### src/rtl/conv_job_scheduler.sv
// ============================================================================
// conv_job_scheduler: queues convolution jobs and sequences the fetch unit one
// frame at a time, arbitrates the image BRAM port, and reports per-job status.
// Optional watchdog: CONV_WDOG_EN.   Revision: 1.0
// ============================================================================
`default_nettype none

module conv_job_scheduler #(
  parameter int DATA_WIDTH = 32,
  parameter int ADDR_WIDTH = 12,
  parameter int QDEPTH     = 4,
  parameter int TAG_W      = 4,
  parameter int WDOG_CYC   = 1024
) (
  input  logic                  clk,
  input  logic                  rstn,
  input  logic                  i_job_valid,
  output logic                  o_job_ready,
  input  logic [ADDR_WIDTH-1:0] i_job_base_addr,
  input  logic [2:0]            i_job_ker_size,
  input  logic [4:0]            i_job_img_size,
  input  logic [TAG_W-1:0]      i_job_tag,
  output logic                  o_fu_start,
  output logic [ADDR_WIDTH-1:0] o_fu_base_addr,
  output logic [2:0]            o_fu_ker_size,
  output logic [4:0]            o_fu_img_size,
  input  logic                  i_fu_window_valid,
  input  logic                  i_fu_frame_done,
  input  logic                  i_fu_bram_en,
  input  logic [ADDR_WIDTH-1:0] i_fu_bram_addr,
  input  logic                  i_host_req,
  input  logic [ADDR_WIDTH-1:0] i_host_addr,
  input  logic [DATA_WIDTH-1:0] i_host_wdata,
  output logic                  o_host_gnt,
  output logic                  o_bram_en,
  output logic                  o_bram_we,
  output logic [ADDR_WIDTH-1:0] o_bram_addr,
  output logic [DATA_WIDTH-1:0] o_bram_wdata,
  output logic                  o_done_valid,
  input  logic                  i_done_ready,
  output logic [TAG_W-1:0]      o_done_tag,
  output logic [15:0]           o_done_windows,
  output logic [1:0]            o_done_err,
  output logic                  o_busy
);

  localparam int c_AW = $clog2(QDEPTH);

  typedef enum logic [1:0] {
    S_IDLE   = 2'd0,
    S_LAUNCH = 2'd1,
    S_RUN    = 2'd2,
    S_REPORT = 2'd3
  } state_t;

  state_t r_state;

  // Job queue storage; pointers carry one extra wrap bit to tell full from empty
  logic [ADDR_WIDTH-1:0] r_q_base [QDEPTH];
  logic [2:0]            r_q_ker  [QDEPTH];
  logic [4:0]            r_q_img  [QDEPTH];
  logic [TAG_W-1:0]      r_q_tag  [QDEPTH];
  logic [c_AW:0]         r_wr_ptr;
  logic [c_AW:0]         r_rd_ptr;

  logic w_empty;
  logic w_full;
  logic w_push;
  logic w_pop;

  assign w_empty = (r_wr_ptr == r_rd_ptr);
  assign w_full  = (r_wr_ptr[c_AW] != r_rd_ptr[c_AW]) &&
                   (r_wr_ptr[c_AW-1:0] == r_rd_ptr[c_AW-1:0]);
  assign w_push  = i_job_valid && !w_full;
  assign w_pop   = (r_state == S_IDLE) && !w_empty;

  assign o_job_ready = !w_full;
  assign o_busy      = (r_state != S_IDLE);

  always_ff @(posedge clk) begin
    if (w_push) begin
      r_q_base[r_wr_ptr[c_AW-1:0]] <= i_job_base_addr;
      r_q_ker[r_wr_ptr[c_AW-1:0]]  <= i_job_ker_size;
      r_q_img[r_wr_ptr[c_AW-1:0]]  <= i_job_img_size;
      r_q_tag[r_wr_ptr[c_AW-1:0]]  <= i_job_tag;
    end
  end

  always_ff @(posedge clk or negedge rstn) begin
    if (!rstn) begin
      r_wr_ptr <= '0;
      r_rd_ptr <= '0;
    end else begin
      if (w_push) r_wr_ptr <= r_wr_ptr + 1'b1;
      if (w_pop)  r_rd_ptr <= r_rd_ptr + 1'b1;
    end
  end

  // Fetch unit has priority; the host only writes when the port is free
  assign o_host_gnt   = i_host_req && !i_fu_bram_en;
  assign o_bram_en    = i_fu_bram_en | o_host_gnt;
  assign o_bram_we    = o_host_gnt;
  assign o_bram_addr  = i_fu_bram_en ? i_fu_bram_addr : i_host_addr;
  assign o_bram_wdata = o_host_gnt ? i_host_wdata : '0;

  logic [ADDR_WIDTH-1:0] r_fu_base;
  logic [2:0]            r_fu_ker;
  logic [4:0]            r_fu_img;
  logic [TAG_W-1:0]      r_cur_tag;
  logic                  r_fu_start;
  logic [15:0]           r_win_cnt;
  logic                  r_done_valid;
  logic [TAG_W-1:0]      r_done_tag;
  logic [15:0]           r_done_windows;
  logic [1:0]            r_done_err;

  logic        w_cfg_ok;
  logic [4:0]  w_side;
  logic [9:0]  w_side_sq;
  logic [15:0] w_expect;
  logic [15:0] w_win_next;

  assign w_cfg_ok   = ((r_fu_ker == 3'd2) || (r_fu_ker == 3'd3) || (r_fu_ker == 3'd5)) &&
                      (r_fu_img >= {2'b00, r_fu_ker});
  assign w_side     = r_fu_img - {2'b00, r_fu_ker} + 5'd1;
  assign w_side_sq  = {5'd0, w_side} * {5'd0, w_side};
  assign w_expect   = {6'd0, w_side_sq};
  // Includes a window arriving in the same cycle as frame_done
  assign w_win_next = (i_fu_window_valid && (r_win_cnt != 16'hFFFF)) ?
                      r_win_cnt + 16'd1 : r_win_cnt;

`ifdef CONV_WDOG_EN
  localparam int c_WD_W = $clog2(WDOG_CYC) + 1;
  logic [c_WD_W-1:0] r_wdog;
`endif

  always_ff @(posedge clk or negedge rstn) begin
    if (!rstn) begin
      r_state        <= S_IDLE;
      r_fu_base      <= '0;
      r_fu_ker       <= '0;
      r_fu_img       <= '0;
      r_cur_tag      <= '0;
      r_fu_start     <= 1'b0;
      r_win_cnt      <= '0;
      r_done_valid   <= 1'b0;
      r_done_tag     <= '0;
      r_done_windows <= '0;
      r_done_err     <= '0;
`ifdef CONV_WDOG_EN
      r_wdog         <= '0;
`endif
    end else begin
      r_fu_start <= 1'b0;
      case (r_state)
        S_IDLE: begin
          if (!w_empty) begin
            r_fu_base <= r_q_base[r_rd_ptr[c_AW-1:0]];
            r_fu_ker  <= r_q_ker[r_rd_ptr[c_AW-1:0]];
            r_fu_img  <= r_q_img[r_rd_ptr[c_AW-1:0]];
            r_cur_tag <= r_q_tag[r_rd_ptr[c_AW-1:0]];
            r_win_cnt <= '0;
            r_state   <= S_LAUNCH;
          end
        end
        S_LAUNCH: begin
          if (!w_cfg_ok) begin
            r_done_valid   <= 1'b1;
            r_done_tag     <= r_cur_tag;
            r_done_windows <= '0;
            r_done_err     <= 2'd1;
            r_state        <= S_REPORT;
          end else begin
            r_fu_start <= 1'b1;
`ifdef CONV_WDOG_EN
            r_wdog     <= '0;
`endif
            r_state    <= S_RUN;
          end
        end
        S_RUN: begin
          r_win_cnt <= w_win_next;
          if (i_fu_frame_done) begin
            r_done_valid   <= 1'b1;
            r_done_tag     <= r_cur_tag;
            r_done_windows <= w_win_next;
            r_done_err     <= (w_win_next != w_expect) ? 2'd2 : 2'd0;
            r_state        <= S_REPORT;
          end
`ifdef CONV_WDOG_EN
          else if (r_wdog == c_WD_W'(WDOG_CYC - 1)) begin
            r_done_valid   <= 1'b1;
            r_done_tag     <= r_cur_tag;
            r_done_windows <= w_win_next;
            r_done_err     <= 2'd3;
            r_state        <= S_REPORT;
          end else begin
            r_wdog <= r_wdog + 1'b1;
          end
`endif
        end
        S_REPORT: begin
          if (i_done_ready) begin
            r_done_valid <= 1'b0;
            r_state      <= S_IDLE;
          end
        end
        default: r_state <= S_IDLE;
      endcase
    end
  end

  assign o_fu_start     = r_fu_start;
  assign o_fu_base_addr = r_fu_base;
  assign o_fu_ker_size  = r_fu_ker;
  assign o_fu_img_size  = r_fu_img;
  assign o_done_valid   = r_done_valid;
  assign o_done_tag     = r_done_tag;
  assign o_done_windows = r_done_windows;
  assign o_done_err     = r_done_err;

endmodule

`default_nettype wire

### config.mk
export PLATFORM = sky130hd
export DESIGN_NAME = conv_job_scheduler
export DESIGN_NICKNAME = d
export VERILOG_FILES = /design/src/rtl/conv_job_scheduler.sv
export SDC_FILE = /design/constraint.sdc
export NUM_CORES = 1
export LEC_CHECK = 0
export ABC_CLOCK_PERIOD_IN_PS = 7050
export BUFFER_PORTS_ARGS = -buffer_cell sky130_fd_sc_hd__buf_2
export CAP_MARGIN = 25
export CORE_MARGIN = 2
export CORE_UTILIZATION = 55
export DETAILED_ROUTE_END_ITERATION = 16
export PLACE_DENSITY = 0.81
export SLEW_MARGIN = 20
export SYNTH_ARGS = -nofsm -noshare
export SYNTH_HDL_FRONTEND = slang
export SYNTH_SLANG_ARGS = --single-unit
### constraint.sdc
create_clock -name clk -period 7.05 [get_ports clk]
set_input_delay 1.0575 -clock clk [delete_from_list [all_inputs] [get_ports clk]]
set_output_delay 1.0575 -clock clk [all_outputs]
set_load 0.1 [all_outputs]
## Yosys cells after proc, flatten, opt, wreduce, memory -nomap -nowiden

Memory sizes are Yosys's and may differ from the RTL's. A register that Yosys moved wholly into a read port is not among the register bits.
Index checks and enable logic that the tools add are counted.

| word-level totals | value |
|---|---|
| bits in registers | 48 |
| RAM bits | 96 |
| output and inout bits | 93 |
| memories kept | 4 |

Memories:

| name | words | width | rd ports | clocked after Yosys merged registers in | wr ports | line | text |
|---|---|---|---|---|---|---|---|
| r_q_base | 4 | 12 | 1 | 1 | 1 | 59 | `logic [ADDR_WIDTH-1:0] r_q_base [QDEPTH];` |
| r_q_img | 4 | 5 | 1 | 1 | 1 | 61 | `logic [4:0] r_q_img [QDEPTH];` |
| r_q_tag | 4 | 4 | 1 | 1 | 1 | 62 | `logic [TAG_W-1:0] r_q_tag [QDEPTH];` |
| r_q_ker | 4 | 3 | 1 | 1 | 1 | 60 | `logic [2:0] r_q_ker [QDEPTH];` |

| operators by class | value |
|---|---|
| add/subtract/negate cells | 5 |
| multipliers | 1 |
| $lt $le $gt $ge | 1 |
| equal/unequal tests | 15 |
| multiplexer cells | 28 |
| bitwise gates (word level) | 2 |
| reduce and logical (&&, ||, !) cells | 25 |

Operators by type and width:

| operator | count |
|---|---|
| two-way mux 16 bit | 4 |
| case mux 16 bit (2 select lines) | 2 |
| two-way mux 32 bit | 1 |
| adder 16 x 1 -> 16 bit (second input constant) | 1 |
| inequality test 16 x 10 -> 1 bit | 1 |
| inequality test 16 bit (second input constant) | 1 |
| two-way mux 12 bit | 1 |
| two-way mux 2 bit | 6 |
| multiplier 5 x 5 -> 10 bit | 1 |
| two-way mux 1 bit | 8 |
| two-way mux 4 bit | 2 |
| inequality test 2 bit (second input constant) | 4 |
| case mux 2 bit (4 select lines) | 1 |
| case mux 4 bit (2 select lines) | 1 |
| logical NOT 1 bit | 7 |
| adder 3 x 1 -> 3 bit (second input constant) | 2 |
| == test 3 x 2 -> 1 bit (second input constant) | 2 |
| logical AND 1 bit | 6 |
| AND reduction 3 bit | 2 |
| nonzero test 2 bit | 3 |
| adder 5 x 1 -> 5 bit (second input constant) | 1 |
| >= comparator 5 x 3 -> 1 bit | 1 |
| subtractor 5 x 3 -> 5 bit | 1 |
| == test 2 bit (second input constant) | 2 |
| other kinds (14) | 16 |

## Logic depth before layout (Yosys ltp)

Gate-level depths: netlist of run 1.

| logic depth | value |
|---|---|
| depth in word-level cells | 7 |
| gate-level depth with buffers | 23 |
| gate-level depth less buffers | 23 |

## Worst setup path before layout of run 1

No wires, ideal clock.

| timing | value |
|---|---|
| kind | flip-flop to flip-flop |
| start | register r_fu_ker[1] (netlist: o_fu_ker_size[1]) (read register of r_q_ker) |
| end | register r_done_err[1] (netlist: o_done_err[1]) |
| arrival | 5.481 ns |
| required time | 6.973 ns |
| path slack | 1.493 ns |
| cell stages (with the launch flop) | 24 |
| buffers on the path | 0 |
| path through | dfrtp_1 -> inv_1 -> ha_1 -> inv_1 -> ha_1 -> maj3_1 -> a21oi_1 -> xnor2_1 -> nand2b_1 -> fa_1 -> inv_1 -> fa_1 -> ha_1 -> inv_1 -> o21bai_1 -> ha_1 -> o21a_1 -> o31a_1 -> o21ai_0 -> nand2_1 -> xnor2_1 -> mux2_2 -> and4_1 -> a21oi_2 |

| between the ends | value |
|---|---|
| word-level cells in the longest chain between the ends | 7 |
| elaborated cells between the ends (all ways) | 16 |

RTL lines:

| item | line | text |
|---|---|---|
| from (decl) | 107 | `logic [2:0] r_fu_ker;` |
| subtractor 5 x 3 -> 5 bit | 125 | `assign w_side = r_fu_img - {2'b00, r_fu_ker} + 5'd1;` |
| adder 5 x 1 -> 5 bit | 125 |  |
| multiplier 5 x 5 -> 10 bit | 126 | `assign w_side_sq = {5'd0, w_side} * {5'd0, w_side};` |
| inequality test 16 x 10 -> 1 bit | 187 | `r_done_err <= (w_win_next != w_expect) ? 2'd2 : 2'd0;` |
| two-way mux 2 bit | 187 |  |
| two-way mux 2 bit | 183 | `if (i_fu_frame_done) begin` |
| case mux 2 bit (2 select lines) | 155 | `case (r_state)` |
| to (signal assigned) | 187 |  |
| to (decl) | 115 | `logic [1:0] r_done_err;` |

Parallel ways exist; a longest one is shown, timed or not. The select of a mux whose other input is x is not followed.
A chain may end at the register's enable or synchronous reset.

## Final worst setup path of run 1

Ends and elaborated chain as after synthesis.

==> key figures, run 1 <==
Outcome
  • Status: finished clean

Setup path
  • Crit-path cells: inv_1 -> ha_1 -> inv_1 -> ha_1 -> maj3_1 -> a21oi_1 -> xnor2_1 -> nand2b_1 -> fa_1 -> inv_1 -> fa_1 -> ha_1 -> inv_1 -> o21bai_1 -> ha_1 -> o21a_1 -> o31a_1 -> o21ai_0 -> nand2_1 -> xnor2_1 -> mux2_2 -> and4_1 -> a21oi_2
  • Max FO, Critical Path: 5
  • Crit path kind: register to register
  • Crit path DAT: 5.59 ns
  • Worst Path Required: 7.41 ns
  • Critical Path End Type: register
  • CP top delay family: adder cells
  • Slowest cell on crit path: fa_1
  • Worst path max stage delay: 0.56 ns
  • CP bufs+invs: 4
  • Worst Setup Start Kind: register

GRT
  • GRT Resource Usage Total: 0.243
  • Initial antenna violation count: 0
  • Met2 Use GR: 0.445
  • Gr ovfl total: 0
  • Global-route wire length before repair: 30100 um
  • Met3 global-route usage: 0.0519
  • Met1 Use GR: 0.264
  • Number of global-route vias before repair: 5985
  • Largest net degree at the start of global routing: 73
  • GR peak layer: met2

Logic synthesis
  • Post-Synth XOR/XNOR Area: 0.0399
  • Synth top area share: 0.345
  • Post-synthesis register bit count: 168
  • Avg Synthesized Cell Area: 12.9 um^2
  • Async S/R FF share, synth: 0.429
  • Top_reg_cell synth: edfxtp_1
  • Top post-synthesis cells by count: 96 x edfxtp_1, 72 x dfrtp_1, 65 x nand2_1, 44 x mux2_2, 34 x and2_1
  • Mapped Area: 8350 um^2
  • Synth Area in Compound Gates: 0.0640
  • Most frequent cell after synthesis: edfxtp_1
  • YS warnings: 0
  • Synth area leaders: edfxtp_1 35%, dfrtp_1 22%, mux4_2 6.5%
  • Synth Area in Adders: 0.0549
  • Post-synth top area cell: edfxtp_1
  • Post-synth net total: 769
  • Register area share after synthesis: 0.561
  • Main combinational cell family by area after synthesis: multiplexers
  • Post-synthesis simple-gate area fraction: 0.122
  • Library cells used by synthesis: 64
  • Mapped Cells: 647
  • Mux share of post-synthesis cell area: 0.125
  • Number of synthesized flops with an enable pin: 96

Timing
  • WHS: 0.466 ns
  • Setup-failing EPs final: 0
  • Slew headroom: 0.380
  • Final hold violations: 0
  • Clk_skew: 0.00839 ns
  • Min Tclk post-route: 5.24 ns
  • RSZ-0062 raised after global routing: no
  • Fmax: 191 MHz
  • Setup TNS: 0 ns
  • Measured slew at the worst slew-check pin: 0.930 ns
  • Final period util: 0.743
  • Final Max Slew Viols: 0

Finish
  • Nets@finish: 943
  • Share of layout cells above drive strength 1: 0.365
  • Final Util: 0.665
  • ANT cells: 0
  • Layout Area Growth over Synthesis: 19.8%
  • # fillers: 1113
  • Post-route insts no fill: 1022

Detailed routing
  • DRT iter0 DRCs: 317
  • Detail Route Antenna Nets: 0
  • DR vias: 5717
  • DRC Markers: 0
  • First-pass DRT Iterations: 4
  • Vias/cell: 5.59
  • Drt wl/cell: 18.6 um
  • Final wirelength: 19000 um

Clocking
  • Clock latency on the worst-skew pair: 0.43 ns
  • H-tree Lvls: 4
  • Clk buf depth: 2
  • Clk pin slew, worst setup/hold paths: 0.07 ns
  • Post_cts resized: 0
  • Sink Count: 168
  • Root Driver: clkbuf_16
  • TritonCTS clock tree: done
  • Num CTS Buffers: 17
  • CTS Hold Bufs: 0
  • Post-CTS Setup Inserts: 0

Placed design
  • Buffers on Ports: 180
  • Placed wire-length estimate: 13500 um
  • Placed insts: 989
  • Final Wtd Congestion: 0.940

Floorplanning
  • Height of the chip: 127 um
  • IO Pins: 181
  • Rows: 45
  • Die area: 16200 um^2
  • CORE AREA: 15000 um^2
  • Starting Density: 0.555
  • Die W: 127 um

Min path
  • Hold Crit Class: register to register

Job
  • Max-Cap Viols: 0
sequential cells by signal (all words and copies together), names as in the netlist, 2 cells and up:
signal / flops
o_done_err: 2
o_done_tag: 4
o_done_windows: 16
o_fu_base_addr: 12
o_fu_img_size: 5
o_fu_ker_size: 3
r_cur_tag: 4
r_q_base: 48
r_q_img: 20
r_q_ker: 12
r_q_tag: 16
r_rd_ptr: 3
r_state: 2
r_win_cnt: 16
r_wr_ptr: 3
cell families (layout without fill, tap and decap cells):
family          after synthesis  after routing
compound gates               81             81
xor+xnor                     38             38
buf+inv                      64            251
fa+ha+maj                    35             35
simple gates                192            192
mux                          69             69
flops                       168            168
worst reg2reg max path, cell delays in order (launching register included):
cell	delay, ns
dfrtp_1	0.39
inv_1	0.09
ha_1	0.30
inv_1	0.06
ha_1	0.20
maj3_1	0.35
a21oi_1	0.18
xnor2_1	0.15
nand2b_1	0.23
fa_1	0.56
inv_1	0.05
fa_1	0.46
ha_1	0.31
inv_1	0.06
o21bai_1	0.07
ha_1	0.31
o21a_1	0.20
o31a_1	0.11
o21ai_0	0.15
nand2_1	0.08
xnor2_1	0.17
mux2_2	0.34
and4_1	0.20
a21oi_2	0.12
layout make-up:
type	instances	area, um^2	share of cell area
Tap cell	188	235	0.0235
Clock buffer	19	433	0.0433
Timing Repair Buffer	191	1010	0.101
Multi-Input combinational cell	415	3390	0.339
Inverter	28	105	0.0105
Sequential cell	168	4690	0.469
Clock inverter	13	143	0.0143
stage by stage:
| stage | cell area (um^2) | worst slack (ns) |
|---|---|---|
| global route | 10000 | 1.41 |
| finish | 10000 | 1.81 |
| floorplan | 8350 | 1.49 |
| detailed placement | 9400 | 1.82 |
| CTS | 9970 | 1.81 |
| global placement | 9400 | 2.06 |
worst paths after layout:
| path | from | to | slack [ns] | cells past startpoint |
|---|---|---|---|---|
| min reg2reg | r_cur_tag[0] | o_done_tag[0] | 0.47 | 2 |
| min in group asynchronous | rstn | o_done_windows[12] | 0.54 | 1 |
| min | r_cur_tag[0] | o_done_tag[0] | 0.47 | 2 |
| max reg2reg | o_fu_ker_size[1] | o_done_err[1] | 1.81 | 23 |
| max in group asynchronous | rstn | r_rd_ptr[0] | 5.93 | 2 |
| max | o_fu_ker_size[1] | o_done_err[1] | 1.81 | 23 |
placed cells by master, fill, tap and decap left out, types with 4 or more instances in the layout:
cell,Yosys,layout
a21o_1,4,4
a21oi_1,10,10
a22o_1,11,11
and2_1,34,34
and3_1,8,8
buf_2,12,179
buf_4,4,11
clkbuf_16,0,17
clkinv_4,0,5
dfrtp_1,72,71
edfxtp_1,96,96
ha_1,31,31
inv_1,27,27
mux2_2,44,44
mux4_2,24,24
nand2_1,65,65
nand2b_1,5,5
nand3_1,10,10
nor2_1,26,26
nor2b_1,8,8
nor3_1,8,8
o21ai_0,26,26
o21ai_1,6,6
xnor2_1,24,24
xor2_1,14,14
per-layer routing:
metal / vias to the layer above / part of all wire / wire (um)
li1: 2676 / - / -
met1: 2802 / 0.37 / 7080
met2: 201 / 0.52 / 9950
met3: 38 / 0.063 / 1200
met4: 0 / 0.041 / 772
met5: - / 0 / 0
Power of run 1 is left out: the tool's default activity adds up to more than one toggle a clock period on the data nets, which glitch-free logic cannot reach.
==> inputs of run 2 (changes only) <==
- ABC_CLOCK_PERIOD_IN_PS: 7050 -> 5400
- clock period: 7.05 -> 5.4 ns (I/O delays scaled with it)
==> key figures, run 2 (synthesis results as in run 1) <==
Placed design
  • Placed instance area: 9390 um^2 (was 9400 um^2)
  • Placed wire-length estimate: 12800 um (was 13500 um)
  • Placed insts: 988 (was 989)
  • Dpl ws: 0.254 ns (was 1.82 ns)
  • Buffers on Ports: 180 (unchanged)
  • Final Wtd Congestion: 0.869 (was 0.940)

Setup path
  • Crit path kind: register to register (unchanged)
  • Crit path DAT: 5.49 ns (was 5.59 ns)
  • CP Launch Point: o_fu_ker_size[1] (unchanged)
  • Slowest cell on crit path: fa_1 (unchanged)
  • Crit-path cells: inv_1 -> ha_1 -> inv_1 -> ha_1 -> maj3_1 -> a21oi_2 -> xnor2_2 -> nand2b_4 -> fa_1 -> inv_1 -> fa_1 -> ha_1 -> inv_1 -> o21bai_1 -> ha_1 -> o21a_1 -> o31a_1 -> o21ai_0 -> nand2_1 -> xnor2_1 -> mux2_2 -> and4_1 -> a21oi_2 (was inv_1 -> ha_1 -> inv_1 -> ha_1 -> maj3_1 -> a21oi_1 -> xnor2_1 -> nand2b_1 -> fa_1 -> inv_1 -> fa_1 -> ha_1 -> inv_1 -> o21bai_1 -> ha_1 -> o21a_1 -> o31a_1 -> o21ai_0 -> nand2_1 -> xnor2_1 -> mux2_2 -> and4_1 -> a21oi_2)
  • R2R Setup Slk: 0.27 ns (was 1.81 ns)
  • Max FO, Critical Path: 5 (unchanged)
  • Worst r2r src: o_fu_ker_size[1] (unchanged)
  • Worst Path Required: 5.75 ns (was 7.41 ns)
  • Worst path max stage delay: 0.54 ns (was 0.56 ns)
  • Critical Path End Type: register (unchanged)
  • Worst Setup Start Kind: register (unchanged)
  • Worst r2r path cells: 23 (unchanged)

Floorplanning
  • CORE AREA: 15000 um^2 (unchanged)
  • Starting Density: 0.555 (unchanged)
  • Die area: 16200 um^2 (unchanged)
  • Die W: 127 um (unchanged)
  • Height of the chip: 127 um (unchanged)
  • Rows: 45 (unchanged)
  • IO Pins: 181 (unchanged)

Timing
  • Measured slew at the worst slew-check pin: 0.921 ns (was 0.930 ns)
  • Min Tclk post-route: 5.13 ns (was 5.24 ns)
  • Final Max Slew Viols: 0 (unchanged)
  • Slew headroom: 0.386 (was 0.380)
  • Setup TNS: 0 ns (unchanged)
  • Final hold violations: 0 (unchanged)
  • Setup-failing EPs final: 0 (unchanged)
  • Clk_skew: 0.0171 ns (was 0.00839 ns)
  • Setup WS post-layout: 0.266 ns (was 1.81 ns)
  • Fmax: 195 MHz (was 191 MHz)
  • Final period util: 0.951 (was 0.743)

Clocking
  • Sink Count: 168 (unchanged)
  • Root Driver: clkbuf_16 (unchanged)
  • Clk buf depth: 2 (unchanged)
  • TritonCTS clock tree: done (unchanged)
  • Num CTS Buffers: 17 (unchanged)
  • Post-CTS Setup Inserts: 0 (unchanged)
  • CTS Hold Bufs: 0 (unchanged)
  • Clock latency on the worst-skew pair: 0.43 ns (about the same)
  • Clk pin slew, worst setup/hold paths: 0.07 ns (about the same)
  • H-tree Lvls: 4 (unchanged)

GRT
  • Initial antenna violation count: 0 (unchanged)
  • Largest net degree at the start of global routing: 73 (unchanged)
  • GRT Resource Usage Total: 0.237 (was 0.243)
  • Number of global-route vias before repair: 5943 (was 5985)
  • Global-route wire length before repair: 29300 um (was 30100 um)
  • Gr ovfl total: 0 (unchanged)

Detailed routing
  • Drt wl/cell: 18.0 um (was 18.6 um)
  • Vias/cell: 5.65 (was 5.59)
  • Final wirelength: 18400 um (was 19000 um)
  • DR vias: 5779 (was 5717)
  • DRC Markers: 0 (unchanged)
  • First-pass DRT Iterations: 5 (was 4)
  • Detail Route Antenna Nets: 0 (unchanged)
  • DRT iter0 DRCs: 402 (was 317)

Job
  • Max-Cap Viols: 0 (unchanged)

Min path
  • Hold Crit Class: input port to asynchronous set/reset pin (was register to register)

Finish
  • ANT cells: 0 (unchanged)
  • Post-route insts no fill: 1022 (unchanged)
  • Layout Area Growth over Synthesis: 20.7% (was 19.8%)
  • Share of layout cells above drive strength 1: 0.372 (was 0.365)
  • Final Cell Area: 10100 um^2 (was 10000 um^2)
  • Nets@finish: 943 (unchanged)
  • Max FFs per register: 48 (unchanged)
  • Most frequent cells in the layout: 179 x buf_2, 96 x edfxtp_1, 70 x dfrtp_1 (was 179 x buf_2, 96 x edfxtp_1, 71 x dfrtp_1)
  • Commonest non-fill, non-tap cell in the layout: buf_2 (unchanged)

Outcome
  • Status: finished clean (unchanged)
run 2: changes by cell type in the layout (fill, tap and decap cells not counted), moves of 2 or more:
cell        delta
buf_4          -2
clkinv_4       -5
inv_6          +2
clkbuf_1       -2
clkinvlp_4     +3
run 2: cell type report:
| type | count | area, um^2 |
|---|---|---|
| Fill cell | 1048 | 4960 |
| Inverter | 28 | 105 |
| Clock buffer | 17 | 425 |
| Clock inverter | 15 | 185 |
| Timing Repair Buffer | 191 | 1020 |
| Tap cell | 188 | 235 |
| Sequential cell | 168 | 4690 |
| Multi-Input combinational cell | 415 | 3420 |
run 2: metrics by stage:
step	hold WS, ns	utilization
2_1_floorplan	0.433	-
3_3_place_gp	0.449	0.624
3_5_place_dp	0.463	0.625
4_1_cts	0.478	0.666
5_1_grt	0.273	0.670
6_report	0.265	0.670
run 2: timing repair:
item,4_1_cts,5_1_grt
endpoints found under the setup margin,0,1
endpoints found under the hold margin,0,0
gates resized for setup,0,3
run 2: path summary, 6_finish.rpt:
kind,endpoint
worst max-delay path,o_done_err[1]
worst min-delay path,o_done_windows[1]
worst max register to register,o_done_err[1]
worst min register to register,o_done_tag[2]
max in group asynchronous,o_fu_ker_size[1]
min in group clk,o_done_tag[2]
run 2: critical path: cells and delay by family, from the launching register on:
family	cells	cell delay (ns)
compound gates	6	0.91
xor+xnor	2	0.29
fa+ha+maj	7	2.43
buf+inv	4	0.23
flops	1	0.38
mux	1	0.35
simple gates	3	0.48
run 2: per-layer routing:
| metal | up-vias | wire, um | GRT usage |
|---|---|---|---|
| met5 | - | 0 | 0 |
| met4 | 0 | 456 | 0.0995 |
| met3 | 30 | 1150 | 0.0616 |
| met2 | 230 | 9790 | 0.429 |
| met1 | 2847 | 7050 | 0.266 |
| li1 | 2672 | - | - |
Power of run 2 is left out for the same reason.
